===== src/rtl/timer_pkg.sv =====
// Shared types and constants for the dual timer datapath and its register block.
package timer_pkg;

  localparam int unsigned CNT_BW = 32;

  // Control-word bit positions, shared with the AXI4-Lite register block
  localparam int unsigned CTRL_EN_BIT     = 0;
  localparam int unsigned CTRL_RELOAD_BIT = 1;
  localparam int unsigned CTRL_UP_BIT     = 2;
  localparam int unsigned CTRL_SRC_BIT    = 3;
  localparam int unsigned CTRL_W          = 4;

  typedef enum logic [1:0] {
    IDLE = 2'd0,
    RUN  = 2'd1,
    DONE = 2'd2
  } cnt_state_e;

  typedef struct packed {
    logic en;
    logic reload;
    logic count_up;
  } cnt_ctrl_t;

  // Decode a register-block control word into per-counter control
  function automatic cnt_ctrl_t ctrl_from_word(input logic [CTRL_W-1:0] word);
    cnt_ctrl_t c;
    c.en       = word[CTRL_EN_BIT];
    c.reload   = word[CTRL_RELOAD_BIT];
    c.count_up = word[CTRL_UP_BIT];
    return c;
  endfunction

  // One count step, wrapping modulo 2^CNT_BW in either direction
  function automatic logic [CNT_BW-1:0] step_value(input logic [CNT_BW-1:0] v,
                                                   input logic              up);
    return up ? CNT_BW'(v + CNT_BW'(1)) : CNT_BW'(v - CNT_BW'(1));
  endfunction

endpackage


===== src/rtl/timer_if.sv =====
// Register-block <-> timer datapath bundle: control/load/compare in, counts/flags out.
interface timer_if;
  import timer_pkg::*;

  logic              i_cnt0_en;
  logic              i_cnt0_reload;
  logic              i_cnt0_count_up;
  logic [CNT_BW-1:0] i_cnt0_load_value;
  logic [CNT_BW-1:0] i_cnt0_compare_value;
  logic              i_cnt1_en;
  logic              i_cnt1_reload;
  logic              i_cnt1_count_up;
  logic              i_cnt1_src;
  logic [CNT_BW-1:0] i_cnt1_load_value;
  logic [CNT_BW-1:0] i_cnt1_compare_value;

  logic [CNT_BW-1:0] o_cnt0_value;
  logic              o_cnt0_match;
  logic              o_cnt0_done;
  logic [CNT_BW-1:0] o_cnt1_value;
  logic              o_cnt1_match;
  logic              o_cnt1_done;
  logic              o_irq;

  // Register block side
  modport master (
    output i_cnt0_en, i_cnt0_reload, i_cnt0_count_up, i_cnt0_load_value, i_cnt0_compare_value,
    output i_cnt1_en, i_cnt1_reload, i_cnt1_count_up, i_cnt1_src, i_cnt1_load_value,
    output i_cnt1_compare_value,
    input  o_cnt0_value, o_cnt0_match, o_cnt0_done,
    input  o_cnt1_value, o_cnt1_match, o_cnt1_done, o_irq
  );

  // Timer datapath side
  modport slave (
    input  i_cnt0_en, i_cnt0_reload, i_cnt0_count_up, i_cnt0_load_value, i_cnt0_compare_value,
    input  i_cnt1_en, i_cnt1_reload, i_cnt1_count_up, i_cnt1_src, i_cnt1_load_value,
    input  i_cnt1_compare_value,
    output o_cnt0_value, o_cnt0_match, o_cnt0_done,
    output o_cnt1_value, o_cnt1_match, o_cnt1_done, o_irq
  );

endinterface


===== src/rtl/timer_counter.sv =====
// One timer channel: IDLE/RUN/DONE control, count value, match pulse and one-shot flag.
module timer_counter
  import timer_pkg::*;
(
  input  logic              clk,
  input  logic              rst_n,
  input  cnt_ctrl_t         ctrl_i,
  input  logic [CNT_BW-1:0] load_value_i,
  input  logic [CNT_BW-1:0] compare_value_i,
  input  logic              tick_i,
  output logic [CNT_BW-1:0] value_o,
  output logic              match_o,
  output logic              done_o,
  output logic              match_c_o
);

  cnt_state_e        state_q;
  logic [CNT_BW-1:0] value_q;
  logic              match_q;
  logic              done_q;
  logic              en_q;
  logic              hit_c;

  // Match is only evaluated on a tick while running; load cycles never match
  assign hit_c = (state_q == RUN) && en_q && ctrl_i.en && tick_i &&
                 (value_q == compare_value_i);

  // Next-cycle match, exported so the parent can register irq coincident with match_o
  assign match_c_o = hit_c;

  // Channel state machine with registered value, match and done
  always_ff @(posedge clk) begin
    if (!rst_n) begin
      state_q <= IDLE;
      value_q <= '0;
      match_q <= 1'b0;
      done_q  <= 1'b0;
      en_q    <= 1'b0;
    end else begin
      match_q <= hit_c;
      if (!ctrl_i.en) begin
        state_q <= IDLE;
        done_q  <= 1'b0;
        en_q    <= 1'b0;
      end else begin
        case (state_q)
          IDLE: begin
            value_q <= load_value_i;
            en_q    <= 1'b1;
            state_q <= RUN;
          end
          RUN: begin
            if (tick_i) begin
              if (value_q == compare_value_i) begin
                if (ctrl_i.reload) begin
                  value_q <= load_value_i;
                end else begin
                  done_q  <= 1'b1;
                  state_q <= DONE;
                end
              end else begin
                value_q <= step_value(value_q, ctrl_i.count_up);
              end
            end
          end
          DONE: begin
            state_q <= DONE;
          end
          default: begin
            state_q <= IDLE;
          end
        endcase
      end
    end
  end

  assign value_o = value_q;
  assign match_o = match_q;
  assign done_o  = done_q;

endmodule


===== src/rtl/timer_core.sv =====
// Dual timer datapath: two channels, counter1 tick source select, combined irq.
module timer_core
  import timer_pkg::*;
(
  input  logic   clk,
  input  logic   rst_n,
  timer_if.slave bus
);

  logic [CTRL_W-1:0] cnt0_word;
  logic [CTRL_W-1:0] cnt1_word;
  cnt_ctrl_t         cnt0_ctrl;
  cnt_ctrl_t         cnt1_ctrl;

  logic [CNT_BW-1:0] cnt0_value;
  logic [CNT_BW-1:0] cnt1_value;
  logic              cnt0_match;
  logic              cnt1_match;
  logic              cnt0_done;
  logic              cnt1_done;
  logic              cnt0_match_c;
  logic              cnt1_match_c;
  logic              cnt1_tick;
  logic              irq_q;

  // Assemble control words in register-block layout and decode them
  always_comb begin
    cnt0_word                  = '0;
    cnt0_word[CTRL_EN_BIT]     = bus.i_cnt0_en;
    cnt0_word[CTRL_RELOAD_BIT] = bus.i_cnt0_reload;
    cnt0_word[CTRL_UP_BIT]     = bus.i_cnt0_count_up;
    cnt1_word                  = '0;
    cnt1_word[CTRL_EN_BIT]     = bus.i_cnt1_en;
    cnt1_word[CTRL_RELOAD_BIT] = bus.i_cnt1_reload;
    cnt1_word[CTRL_UP_BIT]     = bus.i_cnt1_count_up;
    cnt1_word[CTRL_SRC_BIT]    = bus.i_cnt1_src;
  end

  assign cnt0_ctrl = ctrl_from_word(cnt0_word);
  assign cnt1_ctrl = ctrl_from_word(cnt1_word);

  // Cascade mode ticks counter1 on the registered counter0 match pulse
  assign cnt1_tick = cnt1_word[CTRL_SRC_BIT] ? cnt0_match : 1'b1;

  timer_counter u_cnt0 (
    .clk             (clk),
    .rst_n           (rst_n),
    .ctrl_i          (cnt0_ctrl),
    .load_value_i    (bus.i_cnt0_load_value),
    .compare_value_i (bus.i_cnt0_compare_value),
    .tick_i          (1'b1),
    .value_o         (cnt0_value),
    .match_o         (cnt0_match),
    .done_o          (cnt0_done),
    .match_c_o       (cnt0_match_c)
  );

  timer_counter u_cnt1 (
    .clk             (clk),
    .rst_n           (rst_n),
    .ctrl_i          (cnt1_ctrl),
    .load_value_i    (bus.i_cnt1_load_value),
    .compare_value_i (bus.i_cnt1_compare_value),
    .tick_i          (cnt1_tick),
    .value_o         (cnt1_value),
    .match_o         (cnt1_match),
    .done_o          (cnt1_done),
    .match_c_o       (cnt1_match_c)
  );

  // irq registered from the next-cycle match terms so it lines up with the match outputs
  always_ff @(posedge clk) begin
    if (!rst_n) begin
      irq_q <= 1'b0;
    end else begin
      irq_q <= cnt0_match_c | cnt1_match_c;
    end
  end

  assign bus.o_cnt0_value = cnt0_value;
  assign bus.o_cnt0_match = cnt0_match;
  assign bus.o_cnt0_done  = cnt0_done;
  assign bus.o_cnt1_value = cnt1_value;
  assign bus.o_cnt1_match = cnt1_match;
  assign bus.o_cnt1_done  = cnt1_done;
  assign bus.o_irq        = irq_q;

endmodule

===== src/flat_wrapper.sv =====
// flat-port wrapper written by rule: the top's interface ports become plain ports
module timer_core_flat import timer_pkg::*;
  (clk, rst_n, bus_i_cnt0_en, bus_i_cnt0_reload, bus_i_cnt0_count_up, bus_i_cnt0_load_value, bus_i_cnt0_compare_value, bus_i_cnt1_en, bus_i_cnt1_reload, bus_i_cnt1_count_up, bus_i_cnt1_src, bus_i_cnt1_load_value, bus_i_cnt1_compare_value, bus_o_cnt0_value, bus_o_cnt0_match, bus_o_cnt0_done, bus_o_cnt1_value, bus_o_cnt1_match, bus_o_cnt1_done, bus_o_irq);
  timer_if bus_i ();
  input  logic clk;
  input  logic rst_n;
  input wire logic [$bits(bus_i.i_cnt0_en)-1:0] bus_i_cnt0_en;
  input wire logic [$bits(bus_i.i_cnt0_reload)-1:0] bus_i_cnt0_reload;
  input wire logic [$bits(bus_i.i_cnt0_count_up)-1:0] bus_i_cnt0_count_up;
  input wire logic [$bits(bus_i.i_cnt0_load_value)-1:0] bus_i_cnt0_load_value;
  input wire logic [$bits(bus_i.i_cnt0_compare_value)-1:0] bus_i_cnt0_compare_value;
  input wire logic [$bits(bus_i.i_cnt1_en)-1:0] bus_i_cnt1_en;
  input wire logic [$bits(bus_i.i_cnt1_reload)-1:0] bus_i_cnt1_reload;
  input wire logic [$bits(bus_i.i_cnt1_count_up)-1:0] bus_i_cnt1_count_up;
  input wire logic [$bits(bus_i.i_cnt1_src)-1:0] bus_i_cnt1_src;
  input wire logic [$bits(bus_i.i_cnt1_load_value)-1:0] bus_i_cnt1_load_value;
  input wire logic [$bits(bus_i.i_cnt1_compare_value)-1:0] bus_i_cnt1_compare_value;
  output wire logic [$bits(bus_i.o_cnt0_value)-1:0] bus_o_cnt0_value;
  output wire logic [$bits(bus_i.o_cnt0_match)-1:0] bus_o_cnt0_match;
  output wire logic [$bits(bus_i.o_cnt0_done)-1:0] bus_o_cnt0_done;
  output wire logic [$bits(bus_i.o_cnt1_value)-1:0] bus_o_cnt1_value;
  output wire logic [$bits(bus_i.o_cnt1_match)-1:0] bus_o_cnt1_match;
  output wire logic [$bits(bus_i.o_cnt1_done)-1:0] bus_o_cnt1_done;
  output wire logic [$bits(bus_i.o_irq)-1:0] bus_o_irq;
  assign bus_i.i_cnt0_en = bus_i_cnt0_en;
  assign bus_i.i_cnt0_reload = bus_i_cnt0_reload;
  assign bus_i.i_cnt0_count_up = bus_i_cnt0_count_up;
  assign bus_i.i_cnt0_load_value = bus_i_cnt0_load_value;
  assign bus_i.i_cnt0_compare_value = bus_i_cnt0_compare_value;
  assign bus_i.i_cnt1_en = bus_i_cnt1_en;
  assign bus_i.i_cnt1_reload = bus_i_cnt1_reload;
  assign bus_i.i_cnt1_count_up = bus_i_cnt1_count_up;
  assign bus_i.i_cnt1_src = bus_i_cnt1_src;
  assign bus_i.i_cnt1_load_value = bus_i_cnt1_load_value;
  assign bus_i.i_cnt1_compare_value = bus_i_cnt1_compare_value;
  assign bus_o_cnt0_value = bus_i.o_cnt0_value;
  assign bus_o_cnt0_match = bus_i.o_cnt0_match;
  assign bus_o_cnt0_done = bus_i.o_cnt0_done;
  assign bus_o_cnt1_value = bus_i.o_cnt1_value;
  assign bus_o_cnt1_match = bus_i.o_cnt1_match;
  assign bus_o_cnt1_done = bus_i.o_cnt1_done;
  assign bus_o_irq = bus_i.o_irq;
  timer_core u_core (.clk(clk), .rst_n(rst_n), .bus(bus_i));
endmodule

===== config.mk =====
export PLATFORM = sky130hd
export DESIGN_NAME = timer_core_flat
export DESIGN_NICKNAME = d
export VERILOG_FILES = /design/src/rtl/timer_pkg.sv /design/src/rtl/timer_if.sv /design/src/rtl/timer_counter.sv /design/src/rtl/timer_core.sv /design/src/flat_wrapper.sv
export SDC_FILE = /design/constraint.sdc
export NUM_CORES = 1
export LEC_CHECK = 0
export CORE_ASPECT_RATIO = 1.75
export CORE_MARGIN = 5
export CORE_UTILIZATION = 49
export DETAILED_ROUTE_END_ITERATION = 8
export PLACE_DENSITY = 0.82
export REMOVE_ABC_BUFFERS = 1
export SETUP_SLACK_MARGIN = 0.1
export SLEW_MARGIN = 5
export SYNTH_ARGS = -nofsm -noshare
export SYNTH_HDL_FRONTEND = slang
export SYNTH_SLANG_ARGS = --single-unit

===== constraint.sdc =====
create_clock -name clk -period 4.7 [get_ports clk]
set_input_delay 0.94 -clock clk [delete_from_list [all_inputs] [get_ports clk]]
set_output_delay 0.94 -clock clk [all_outputs]
set_load 0.01 [all_outputs]

==> results.sh, run 1 <==
export IMPL_post_route_min_period_ns=4.28
export IMPL_drive_gt1_share_pct=5.83
export IMPL_power_density_nw_per_um2=283
export IMPL_synth_area_mux_share_pct=1.56
export IMPL_clock_sinks=75
export IMPL_hold_buffers=0
export IMPL_synth_simple_area_share_pct=19.1
export IMPL_globalplace_congestion=0.930
export IMPL_die_w_um=101
export IMPL_dr_total_vias=8008
export IMPL_grt_pass1_wl_um=39800
export IMPL_dp_hpwl_um=21000
export IMPL_fin_setup_tns_ns=0
export IMPL_ant_nets=0
export IMPL_placed_cells=1314
export IMPL_tightest_slew_ns=0.733
export IMPL_instances_no_fill=1330
export IMPL_num_fill_cells=1230
export IMPL_synthCells=938
export IMPL_grt_pass1_vias=7964
export IMPL_synth_top_family_by_area="compound AO/OA/AOI/OAI gates"
export IMPL_ys_ff_latch=75
export IMPL_status="finished clean"
export IMPL_synth_xor_area_share_pct=13.7
export IMPL_core_um2=14400
export IMPL_nets=1349
export IMPL_synth_cell_type_count=71
export IMPL_post_route_drc_count=0
export IMPL_hold_viol=0
export IMPL_path_max_fanout=12
export IMPL_antenna_found_initial=0
export IMPL_area_growth_pct=38.0
export IMPL_wl_um=26300
export IMPL_max_cap_violations=0
export IMPL_cts_tree="yes"
export IMPL_grt_usage_pct=29.4
export IMPL_rsz0062_at_grt="false"
export IMPL_whs_ns=0.449
export IMPL_critPathLaunchType="input pin"
export IMPL_multi_input_area_um2=5420
export IMPL_wire_per_inst_um=19.7
export IMPL_min_period_over_period_pct=91.0
export IMPL_numCtsBuffers=9
export IMPL_required_ns=4.96
export IMPL_max_freq_mhz=234
export IMPL_synthAdderAreaFrac_pct=11.9
export IMPL_preCtsSetupSlack_ns=0.162
export IMPL_initial_utilization_pct=49.8
export IMPL_synth_compound_area_share_pct=29.1
export IMPL_diodes=0
export IMPL_gr_total_overflow=0
export IMPL_cts_htree_levels=3
export IMPL_cts_setup_buffers=0
export IMPL_cts_path_max_buffers=2
export IMPL_clk_latency_ns=0.34
export IMPL_io_buffers=205
export IMPL_cts_resized=0
export IMPL_die_area_um2=17200
export IMPL_die_y_um=170
export IMPL_slew_viol_final=0
export IMPL_drt_pre_antenna_iters=5
export IMPL_ios=206
export IMPL_syn_area_um2=7160
export IMPL_synth_edff_count=0
export IMPL_rows=58
export IMPL_final_common_cell="clkdlybuf4s50_1"
export IMPL_clk_pin_slew_worst_paths_ns=0.06
export IMPL_max_slew_margin_rel_pct=51.0
export IMPL_yosysSeqAreaShare_pct=21.0
export IMPL_worstSetupPathType="input pin to register"
export IMPL_r2r_slack_ns=1.00
export IMPL_setup_viol=0
export IMPL_synth_main_ff_cell="dfxtp_1"
export IMPL_post_drt_via_cell_ratio=6.02
export IMPL_layout_setup_ws_ns=0.421
export IMPL_postSynthAreaPerCell_um2=7.63
export IMPL_grt_max_degree=50
export IMPL_synthArstFlopShare_pct=0
export IMPL_leakagePower_nw=4.16
export IMPL_vdd_drop_max_mv=0.160
export IMPL_hp_class="register to register"
export IMPL_ctsRootBufferMaster="clkbuf_16"
export IMPL_skew_ns=0.0105
export IMPL_seq_area_um2=1500
export IMPL_cp_data_arrival_time_ns=4.54
export IMPL_critPathCaptureType="register"
export IMPL_final_cell_mix="204 x clkdlybuf4s50_1, 87 x nand2_1, 83 x nor2_1"
export IMPL_synth_warning_count=0
export IMPL_drt_initial_drc_count=318
==> metal layers <==
metal | global-route usage [%] | vias to the layer above | wire (um)
met3 | 4.80 | 72 | 1670
met1 | 28.6 | 3709 | 9030
met2 | 56.5 | 315 | 14100
met4 | 16.9 | 0 | 1500
li1 | - | 3912 | -
met5 | 0 | - | 0
==> registers in the layout, summed over array words and instances, names as in the netlist <==
register and cells:
u_core.bus.o_irq 1, u_core.u_cnt0.done_o 1, u_core.u_cnt0.en_q 1, u_core.u_cnt0.match_o 1, u_core.u_cnt0.state_q 2, u_core.u_cnt0.value_o 32, u_core.u_cnt1.done_o 1, u_core.u_cnt1.en_q 1
u_core.u_cnt1.match_o 1, u_core.u_cnt1.state_q 2, u_core.u_cnt1.value_o 32
==> where the power goes <==
group | internal [mW] | leakage (nW) | switching (mW)
Sequential | 0.696 | 0.619 | 0.0963
Clock | 0.480 | 0.155 | 0.304
Combinational | 0.587 | 3.39 | 0.630
==> path summary, 6_finish.rpt <==
kind,end,from,cells past startpoint
worst max-delay path,u_core.u_cnt0.value_o[30],bus_i_cnt0_count_up,12
worst min-delay path,u_core.u_cnt0.done_o,u_core.u_cnt0.done_o,2
worst max register to register,u_core.u_cnt1.value_o[28],u_core.u_cnt1.value_o[0],12
worst min register to register,u_core.u_cnt0.done_o,u_core.u_cnt0.done_o,2
==> through the flow <==
step / total power, mW / cell area [um2] / utilization, %
finish: 2.79 / 9880 / 68.8
global route: 2.93 / 9880 / 68.8
CTS: 2.78 / 9880 / 68.8
detailed placement: 2.00 / 9550 / 66.5
global placement: 1.99 / 9550 / 66.5
floorplan: 1.51 / 7000 / -
==> synth_stat cells (all sizes together) (2+ instances only) <==
master	n	share of area, %
clkbuf	32	1.7
and3	12	1.0
xor2	51	6.2
nor4	13	1.1
or4	2	0.21
o211a	6	0.84
a311oi	15	1.8
a21o	29	3.0
a22oi	2	0.21
a211oi	19	2.1
o22ai	2	0.17
a31oi	25	2.2
o221ai	4	0.49
o41ai	3	0.37
nor3	15	1.0
o211ai	16	1.7
and2	2	0.17
o2111ai	3	0.37
o21ai	64	4.5
a211o	4	0.49
or3	8	0.70
o31ai	2	0.21
ha	65	11
nand3	26	1.9
nor2b	6	0.52
a2111oi	3	0.37
o311ai	4	0.49
fa	2	0.56
xnor2	61	7.5
a31o	5	0.61
nand3b	2	0.21
o21a	4	0.42
inv	28	1.5
nand2	88	4.6
nor2	83	4.4
o21bai	5	0.52
nand4	18	1.6
dfxtp	75	21
mux2i	10	1.4
a21oi	82	5.9
buf	7	0.51
and4	2	0.24
a221oi	4	0.73
nand2b	9	0.79
or2	4	0.35
==> critical path, cell delays in order <==
cell and delay (ns):
clkdlybuf4s50_1 0.51, inv_1 0.23, ha_1 0.44, o211ai_1 0.11, a21oi_1 0.27, o211ai_1 0.20, a31o_2 0.31, o311ai_1 0.41
a21oi_1 0.16, o32ai_1 0.41, mux2_2 0.38, a31oi_1 0.18
==> layout make-up <==
type / count / share of cell area (%)
Clock inverter: 6 / 0.899
Tap cell: 180 / 2.28
Sequential cell: 75 / 15.2
Inverter: 29 / 1.10
Timing Repair Buffer: 235 / 23.3
Multi-Input combinational cell: 795 / 54.9
Clock buffer: 10 / 2.42
==> logic make-up (layout without fill, tap and decap cells) <==
| kind of cell | count (synthesis) | after routing |
|---|---|---|
| adder cells (fa/ha/maj) | 67 | 67 |
| buffers and inverters | 68 | 280 |
| flip-flops | 75 | 75 |
| multiplexers | 11 | 11 |
| AND/OR/NAND/NOR | 292 | 292 |
| AO/OA/AOI/OAI | 313 | 313 |
| XOR/XNOR | 112 | 112 |
Note: power is estimated with default switching activity, not from simulation.
==> run 2: changes to the inputs <==
CTS_CLUSTER_DIAMETER = 150   (was unset)
==> results of run 2 <==
Final layout, timing and power as in run 1 (identical DEF).
